### src/rtl/drp_seq_pkg.sv
// rtl/drp_seq_pkg.sv - shared types, default XADC addresses and helpers for the DRP channel sequencer
package drp_seq_pkg;

    typedef enum logic [1:0] {
        ST_IDLE,
        ST_REQUEST,
        ST_WAIT_READY,
        ST_PUBLISH
    } seq_state_t;

    localparam int MAX_CHANNELS = 16;

    localparam logic [6:0] XADC_VAUX2  = 7'h12;
    localparam logic [6:0] XADC_VAUX3  = 7'h13;
    localparam logic [6:0] XADC_VAUX10 = 7'h1A;
    localparam logic [6:0] XADC_VAUX11 = 7'h1B;

    localparam logic [27:0] DEFAULT_CHANNEL_ADDRESSES =
        {XADC_VAUX11, XADC_VAUX3, XADC_VAUX10, XADC_VAUX2};

    typedef struct packed {
        logic       found;
        logic [3:0] index;
    } idx_search_t;

    // Lowest set bit of mask at or above position 'from'.
    function automatic idx_search_t next_enabled_index(input logic [MAX_CHANNELS-1:0] mask,
                                                       input logic [4:0]              from);
        idx_search_t result;
        result.found = 1'b0;
        result.index = 4'd0;
        for (int i = MAX_CHANNELS - 1; i >= 0; i--) begin
            if (mask[i] && (5'(i) >= from)) begin
                result.found = 1'b1;
                result.index = 4'(i);
            end
        end
        return result;
    endfunction

    // Left-justified sample: the top sample_bits of a drp_bits-wide word.
    function automatic logic [31:0] extract_sample(input logic [31:0] drp_data,
                                                   input int          drp_bits,
                                                   input int          sample_bits);
        logic [31:0] keep;
        keep = (sample_bits >= 32) ? '1 : ((32'd1 << sample_bits) - 32'd1);
        return (drp_data >> (drp_bits - sample_bits)) & keep;
    endfunction

endpackage

### src/rtl/drp_read_timer.sv
// rtl/drp_read_timer.sv - load/run down-counter that flags an expired DRP read wait
module drp_read_timer #(
    parameter int CYCLES = 64
) (
    input  logic clock,
    input  logic reset,
    input  logic i_load,
    input  logic i_run,
    output logic o_expired
);

    localparam int W = (CYCLES > 1) ? $clog2(CYCLES) : 1;

    logic [W-1:0] r_count;

    // Loaded with CYCLES-1 so that the CYCLES-th waiting cycle sees zero.
    always_ff @(posedge clock) begin
        if (reset) begin
            r_count <= '0;
        end else if (i_load) begin
            r_count <= W'(CYCLES - 1);
        end else if (i_run && (r_count != '0)) begin
            r_count <= r_count - W'(1);
        end
    end

    assign o_expired = i_run && (r_count == '0);

endmodule

### src/rtl/drp_channel_sequencer.sv
// rtl/drp_channel_sequencer.sv - EOC-triggered multi-channel DRP reader with atomic publish; DRP_SEQ_TIMEOUT_EN adds a DRP-ready timeout
module drp_channel_sequencer
    import drp_seq_pkg::*;
#(
    parameter int NUM_CHANNELS     = 4,
    parameter int SAMPLE_BITS      = 12,
    parameter int DRP_DATA_BITS    = 16,
    parameter int DRP_ADDRESS_BITS = 7,
    parameter logic [NUM_CHANNELS*DRP_ADDRESS_BITS-1:0] CHANNEL_ADDRESSES = DEFAULT_CHANNEL_ADDRESSES,
    parameter int TIMEOUT_CYCLES   = 64
) (
    input  logic                                clock,
    input  logic                                reset,
    input  logic                                endOfConversion,
    input  logic [NUM_CHANNELS-1:0]             channelEnable,
    input  logic                                DRPReady,
    input  logic [DRP_DATA_BITS-1:0]            DRPDataOut,
    output logic                                DRPEnable,
    output logic                                DRPWriteEnable,
    output logic [DRP_ADDRESS_BITS-1:0]         DRPAddress,
    output logic [NUM_CHANNELS*SAMPLE_BITS-1:0] channelData,
    output logic [NUM_CHANNELS-1:0]             frameValidMask,
    output logic                                channelDataReady,
    output logic [7:0]                          overrunCount,
    output logic                                timeoutError
);

    localparam int IDX_W = (NUM_CHANNELS > 1) ? $clog2(NUM_CHANNELS) : 1;

    seq_state_t                        r_state;
    seq_state_t                        w_state_next;
    logic [IDX_W-1:0]                  r_index;
    logic [IDX_W-1:0]                  w_index_next;
    logic [NUM_CHANNELS-1:0]           r_active_mask;
    logic [NUM_CHANNELS-1:0]           w_active_mask_next;
    logic [NUM_CHANNELS-1:0]           r_shadow_valid;
    logic [NUM_CHANNELS-1:0]           w_shadow_valid_next;
    logic [SAMPLE_BITS-1:0]            r_shadow [NUM_CHANNELS];
    logic [NUM_CHANNELS*SAMPLE_BITS-1:0] r_channel_data;
    logic [NUM_CHANNELS*SAMPLE_BITS-1:0] w_merged_data;
    logic [NUM_CHANNELS-1:0]           r_frame_valid_mask;
    logic [7:0]                        r_overrun_count;

    logic                              w_start;
    logic                              w_capture;
    logic                              w_overrun;
    logic                              w_timer_expired;
    idx_search_t                       w_first;
    idx_search_t                       w_next;
    logic [SAMPLE_BITS-1:0]            w_sample;

    assign w_first  = next_enabled_index(MAX_CHANNELS'(channelEnable), 5'd0);
    assign w_next   = next_enabled_index(MAX_CHANNELS'(r_active_mask), 5'(r_index) + 5'd1);
    assign w_sample = SAMPLE_BITS'(extract_sample(32'(DRPDataOut), DRP_DATA_BITS, SAMPLE_BITS));

    always_comb begin
        w_state_next        = r_state;
        w_index_next        = r_index;
        w_active_mask_next  = r_active_mask;
        w_shadow_valid_next = r_shadow_valid;
        w_start             = 1'b0;
        w_capture           = 1'b0;
        w_overrun           = 1'b0;

        case (r_state)
            ST_IDLE: begin
                w_start = endOfConversion;
            end
            ST_REQUEST: begin
                if (endOfConversion) begin
                    w_start   = 1'b1;
                    w_overrun = 1'b1;
                end else begin
                    w_state_next = ST_WAIT_READY;
                end
            end
            ST_WAIT_READY: begin
                // An EOC here wins over a coincident DRPReady: the frame is abandoned.
                if (endOfConversion) begin
                    w_start   = 1'b1;
                    w_overrun = 1'b1;
                end else if (DRPReady || w_timer_expired) begin
                    if (DRPReady) begin
                        w_capture                    = 1'b1;
                        w_shadow_valid_next[r_index] = 1'b1;
                    end
                    if (w_next.found) begin
                        w_state_next = ST_REQUEST;
                        w_index_next = IDX_W'(w_next.index);
                    end else begin
                        w_state_next = ST_PUBLISH;
                    end
                end
            end
            ST_PUBLISH: begin
                w_shadow_valid_next = '0;
                w_state_next        = ST_IDLE;
                w_start             = endOfConversion;
            end
            default: begin
                w_state_next = ST_IDLE;
            end
        endcase

        if (w_start) begin
            w_active_mask_next  = channelEnable;
            w_shadow_valid_next = '0;
            w_index_next        = IDX_W'(w_first.index);
            w_state_next        = w_first.found ? ST_REQUEST : ST_IDLE;
        end
    end

    always_comb begin
        w_merged_data = r_channel_data;
        for (int i = 0; i < NUM_CHANNELS; i++) begin
            if (r_shadow_valid[i]) begin
                w_merged_data[i*SAMPLE_BITS +: SAMPLE_BITS] = r_shadow[i];
            end
        end
    end

    always_ff @(posedge clock) begin
        if (reset) begin
            r_state            <= ST_IDLE;
            r_index            <= '0;
            r_active_mask      <= '0;
            r_shadow_valid     <= '0;
            r_channel_data     <= '0;
            r_frame_valid_mask <= '0;
            r_overrun_count    <= '0;
            for (int i = 0; i < NUM_CHANNELS; i++) begin
                r_shadow[i] <= '0;
            end
        end else begin
            r_state        <= w_state_next;
            r_index        <= w_index_next;
            r_active_mask  <= w_active_mask_next;
            r_shadow_valid <= w_shadow_valid_next;
            if (w_capture) begin
                r_shadow[r_index] <= w_sample;
            end
            if (w_overrun && (r_overrun_count != 8'hFF)) begin
                r_overrun_count <= r_overrun_count + 8'd1;
            end
            if (r_state == ST_PUBLISH) begin
                r_channel_data     <= w_merged_data;
                r_frame_valid_mask <= r_shadow_valid;
            end
        end
    end

`ifdef DRP_SEQ_TIMEOUT_EN
    logic w_timer_load;
    logic w_timer_run;
    logic w_timeout_hit;
    logic r_timeout_error;

    assign w_timer_load  = (r_state == ST_REQUEST);
    assign w_timer_run   = (r_state == ST_WAIT_READY);
    assign w_timeout_hit = w_timer_expired && !DRPReady && !endOfConversion;

    drp_read_timer #(
        .CYCLES (TIMEOUT_CYCLES)
    ) u_read_timer (
        .clock     (clock),
        .reset     (reset),
        .i_load    (w_timer_load),
        .i_run     (w_timer_run),
        .o_expired (w_timer_expired)
    );

    always_ff @(posedge clock) begin
        if (reset) begin
            r_timeout_error <= 1'b0;
        end else if (w_timeout_hit) begin
            r_timeout_error <= 1'b1;
        end
    end

    assign timeoutError = r_timeout_error;
`else
    assign w_timer_expired = 1'b0;
    assign timeoutError    = 1'b0;
`endif

    // Publish-cycle outputs are combined so data and mask are valid with the pulse.
    assign channelDataReady = (r_state == ST_PUBLISH);
    assign channelData      = channelDataReady ? w_merged_data  : r_channel_data;
    assign frameValidMask   = channelDataReady ? r_shadow_valid : r_frame_valid_mask;
    assign overrunCount     = r_overrun_count;
    assign DRPEnable        = (r_state == ST_REQUEST);
    assign DRPWriteEnable   = 1'b0;
    assign DRPAddress       = DRPEnable ? CHANNEL_ADDRESSES[r_index*DRP_ADDRESS_BITS +: DRP_ADDRESS_BITS]
                                        : '0;

endmodule
### config.mk
export PLATFORM = sky130hd
export DESIGN_NAME = drp_channel_sequencer
export DESIGN_NICKNAME = d
export VERILOG_FILES = /design/src/rtl/drp_seq_pkg.sv /design/src/rtl/drp_read_timer.sv /design/src/rtl/drp_channel_sequencer.sv
export SDC_FILE = /design/constraint.sdc
export NUM_CORES = 1
export LEC_CHECK = 0
export ABC_CLOCK_PERIOD_IN_PS = 2570
export CAP_MARGIN = 20
export CORE_MARGIN = 2
export CORE_UTILIZATION = 52
export DETAILED_ROUTE_END_ITERATION = 8
export PLACE_DENSITY = 0.8
export SLEW_MARGIN = 10
export SYNTH_ARGS = -nofsm -noshare
export SYNTH_HDL_FRONTEND = slang
export SYNTH_SLANG_ARGS = --single-unit
### constraint.sdc
create_clock -name clock -period 2.57 [get_ports clock]
set_clock_uncertainty 0.1 [all_clocks]
set_input_delay 0.6425 -clock clock [delete_from_list [all_inputs] [get_ports clock]]
set_output_delay 0.6425 -clock clock [all_outputs]
set_load 0.02 [all_outputs]
==> parameters.txt <==
Parameter                              Value

Setup path
  WP data arrival    around 1900 ps
  Delay of the slowest cell on the worst path    350 ps
  Cell breakdown of the critical path    ha_4, buf_6, nand2_4, clkbuf_16, mux2_4, buf_6
  Crit Path Class    reg -> out
  Sum of buffers and inverters on the critical path    3
  Number of cells on the worst reg-to-reg path    8
  CP max FO    6
  Data required time of the critical path    around 1800 ps
  Slack of the worst reg-to-reg path    ~620 ps
  Critical Path End Type    output pin
  Largest delay contributor family on the critical path    buffers and inverters
  Slowest cell on the critical path    sky130_fd_sc_hd__dfxtp_2
  CP dominant cell by count    sky130_fd_sc_hd__buf_6
  Kind of launch point of the worst setup path    flip-flop
  Logic depth of the worst setup path including buffers    6

Hold path
  Class of the tightest hold or removal check    reg -> reg
  Hold Path Depth    2

Floorplan
  IO Count    95
  Standard-cell rows    35
  Die outline width    slightly above 100 um
  Die Height    102.2 um
  DIE AREA    ~10000 um2
  Initial core utilization    54.03%
  Placeable core region    9284 um2

Power and ir drop
  Cell internal power dissipation    0.003566 W
  Sequential cell fraction of total power    44.1%
  Combinational share of power    under 10%
  Total leakage power    2.997 nW
  Clock Power Share    about 50%
  Worst-case vdd ir drop    between 0.3 and 0.4 mV
  Switching share of total power    between 20% and 30%
  Power density over cell area    ~660 nW/um2
  P_sw    between 0.001 and 0.0015 W

Global routing
  Total overflow reported by the global router    0
  Aggregate global-route resource usage    approximately 23%
  Antenna violations before repair    0
  Met3 track demand over resource    7.182%
  Met1 Track Usage GR    between 20 and 30%
  Busiest grt layer    met2
  Met2 track utilization from global routing    37.75%
  First-pass GRT wire length    about 18 mm
  Pin count of the biggest net entering global routing    just under 60
  Via count of the first global-routing pass    3406

Logic synthesis
  Combinational family with the most area after synthesis    simple AND/OR/NAND/NOR gates
  Area share of and/or/nand/nor cells after synthesis    about a fifth
  Post-synthesis sequential element count    119
  Post-Synthesis Mean Instance Area    12.03 um2
  Proportion of register bits with asynchronous set or reset after synthesis    0%
  Syn. warnings    0
  Post-synthesis adder-cell area fraction    0.9978%
  Syn Inst Count    around 420
  Sequential area share after synthesis    about 57%
  Number of distinct library cells after synthesis    just over 50
  Compound-gate portion of the synthesized area    around 6.0%
  Xor-xnor portion of the synthesized cell area    0%
  Proportion of synthesized area in mux cells    a little under an eighth
  Number of enable-type register cells in the synthesized netlist    48
  Mapped Area    5016 um2
  Most used flip-flop cell after synthesis    sky130_fd_sc_hd__dfxtp_1

Outcome
  Status    complete, but fails checks
  Violated checks    setup timing

Placement
  Number of I/O port buffers    85
  Worst-case setup slack after placement    -98.82 ps
  Total half-perimeter wirelength after legalization and detailed placement    approximately 7.3 mm
  Dpl cell area    a little over 6000 um2
  Final weighted congestion in routability-driven placement    0.8398

Timing
  Setup WS post-layout    -34.32 ps
  Final setup violating endpoints    20
  Fmax achieved    roughly 380 MHz
  Summed negative setup slack over all endpoints    -298.0 ps
  Final critical-path required period    ~2600 ps
  Slew of the pin with the lowest slew margin    589.4 ps
  Crit share post-route    101.3%
  Normalized max-slew margin    60.71%
  Final number of hold-violating endpoints    0
  Setup repair after global routing missed its margin    true
  Final Slew Violations    0

Clock tree
  H-tree lvl count    4
  Clock tree root buffer cell    sky130_fd_sc_hd__clkbuf_8
  Insertion delay to the later sink of the worst-skew pair    between 500 and 600 ps
  Number of CTS-inserted buffers    17
  Worst-path clk slew    roughly 60 ps
  # clock sinks    approximately 120
  CTS tree    done
  Buffer levels on the longest clock path    2

Routing
  Number of DRC markers in iteration 0    135
  Final routed wire length divided by cell count    between 15 and 20 um
  Wire length reported by the detailed router    roughly 12 mm
  Final routed DRC violation total    0
  Pre-Repair DR Iteration Count    4
  Vias    between 3000 and 4000
  Post-detailed-route count of antenna-violating nets    0
  Via/cell ratio    roughly 5.3

Cells and area
  Layout overhead on the synthesized area    38.31%
  Fraction of final layout cells with drive strength greater than 1    34.01%
  NumNets Final    ~560
  Most common cell after layout, fill and taps aside    sky130_fd_sc_hd__dfxtp_1
  Register cell area after layout    2865 um2
  Number of inserted filler cells in the final layout    around 600
  Leading cell types in the layout, fill and taps excluded    sky130_fd_sc_hd__dfxtp_1 (69), sky130_fd_sc_hd__nor2b_1 (58), sky130_fd_sc_hd__and2_1 (51)
  Final Core Density    between 70% and 80%
  Area of the multi-input gates    roughly 2100 um2
  Post-route design area    roughly 7000 um2
  Final antenna diode count    0

Flow run
  Number of violations of the max-capacitance limit    0
-- registers in the layout (all words and copies together), names as in the netlist --
signal,cells
r_frame_valid_mask,4
r_index,2
r_channel_data,48
overrunCount,8
r_shadow_valid,4
r_state,2
r_shadow,48
r_active_mask,3
-- power groups by stage --
stage	combinational, W	clock [W]	sequential [W]
floorplan	0.000117	0	0.00205
global placement	0.000198	0	0.00206
detailed placement	0.000203	0	0.00206
CTS	0.000207	0.00237	0.00202
global route	0.000227	0.00246	0.00203
finish	0.000211	0.00235	0.00202
-- worst register-to-register path: stages, from the launching register on --
cell and delay (ps):
sky130_fd_sc_hd__dfxtp_2 330, sky130_fd_sc_hd__buf_4 140, sky130_fd_sc_hd__inv_1 50, sky130_fd_sc_hd__ha_1 270
sky130_fd_sc_hd__nand2_2 90, sky130_fd_sc_hd__buf_4 160, sky130_fd_sc_hd__nor4b_2 260, sky130_fd_sc_hd__buf_4 230
sky130_fd_sc_hd__and2_1 180
-- cell usage after synthesis (2+ instances only) --
cell type,n,area share (%)
sky130_fd_sc_hd__dfxtp_1,71,28
sky130_fd_sc_hd__nor2b_1,58,7.2
sky130_fd_sc_hd__and2_1,51,6.4
sky130_fd_sc_hd__edfxtp_1,48,29
sky130_fd_sc_hd__mux2_2,47,11
sky130_fd_sc_hd__inv_1,13,0.97
sky130_fd_sc_hd__a21oi_1,10,1.0
sky130_fd_sc_hd__buf_4,9,1.3
sky130_fd_sc_hd__nor2_1,9,0.67
sky130_fd_sc_hd__o21ai_0,9,0.90
sky130_fd_sc_hd__clkbuf_1,8,0.60
sky130_fd_sc_hd__nor3_1,7,0.70
sky130_fd_sc_hd__buf_2,6,0.60
sky130_fd_sc_hd__nand2b_1,6,0.75
sky130_fd_sc_hd__o21bai_1,5,0.75
sky130_fd_sc_hd__ha_1,4,1.0
sky130_fd_sc_hd__mux2i_1,4,0.80
sky130_fd_sc_hd__nand2_2,4,0.50
sky130_fd_sc_hd__a41o_1,3,0.60
sky130_fd_sc_hd__buf_6,3,0.67
sky130_fd_sc_hd__clkbuf_2,3,0.30
sky130_fd_sc_hd__o211ai_1,3,0.45
sky130_fd_sc_hd__a41oi_1,2,0.35
sky130_fd_sc_hd__and3_1,2,0.25
sky130_fd_sc_hd__and4_1,2,0.35
sky130_fd_sc_hd__and4b_1,2,0.40
sky130_fd_sc_hd__nand2_1,2,0.15
sky130_fd_sc_hd__nand3_1,2,0.20
sky130_fd_sc_hd__nor4b_2,2,0.60
-- cell type report --
cell class              count  area share (%)
flip-flops and latches    119           41.30
well taps                 129           2.326
multi-input cells         261           30.91
clock buffers              17           5.969
repair buffers            119           16.23
inverters                  13          0.7033
clock inverters            15           2.561
-- cell families (layout without fill, tap and decap cells) --
group | after synthesis | count (layout)
compound gates | 43 | 43
fa+ha+maj | 4 | 4
buf+inv | 43 | 164
flops | 119 | 119
mux | 53 | 53
other cells | 1 | 5
simple gates | 154 | 156
-- worst paths after layout --
kind,from,to
max reg2reg,r_state[0]$_SDFFE_PP0P_,r_shadow[0][2]$_SDFFCE_PN0P_
max,r_state[1]$_SDFFE_PP0P_,channelData[41]
min,r_shadow_valid[2]$_SDFFE_PP0P_,r_shadow_valid[2]$_SDFFE_PP0P_
min reg2reg,r_shadow_valid[2]$_SDFFE_PP0P_,r_shadow_valid[2]$_SDFFE_PP0P_
-- timing repair --
action	CTS	global route
hold buffers	0	0
pin swaps	0	2
buffers inserted	6	6
gates cloned	1	2
endpoints found under the hold margin	0	0
setup endpoints to repair	58	48
resized for setup	241	94
-- per-layer routing --
metal | part of all wire (%) | routed length, um | vias to the layer above
met5 | 0 | 0 | -
met4 | 1.8 | 216 | 0
met3 | 6.1 | 727 | 16
met2 | 50 | 5993 | 129
met1 | 42 | 4936 | 1743
li1 | - | - | 1668
-- through the flow --
stage	instances	hold WS (ps)	total power, W
after floorplan	421	325.8	0.002171
after global placement	625	346.8	0.002255
after detailed placement	625	352.1	0.002261
after CTS	664	388.2	0.004596
after global routing	673	435.2	0.004711
final	673	405.2	0.004586
Power figures use the tool's default switching activity.
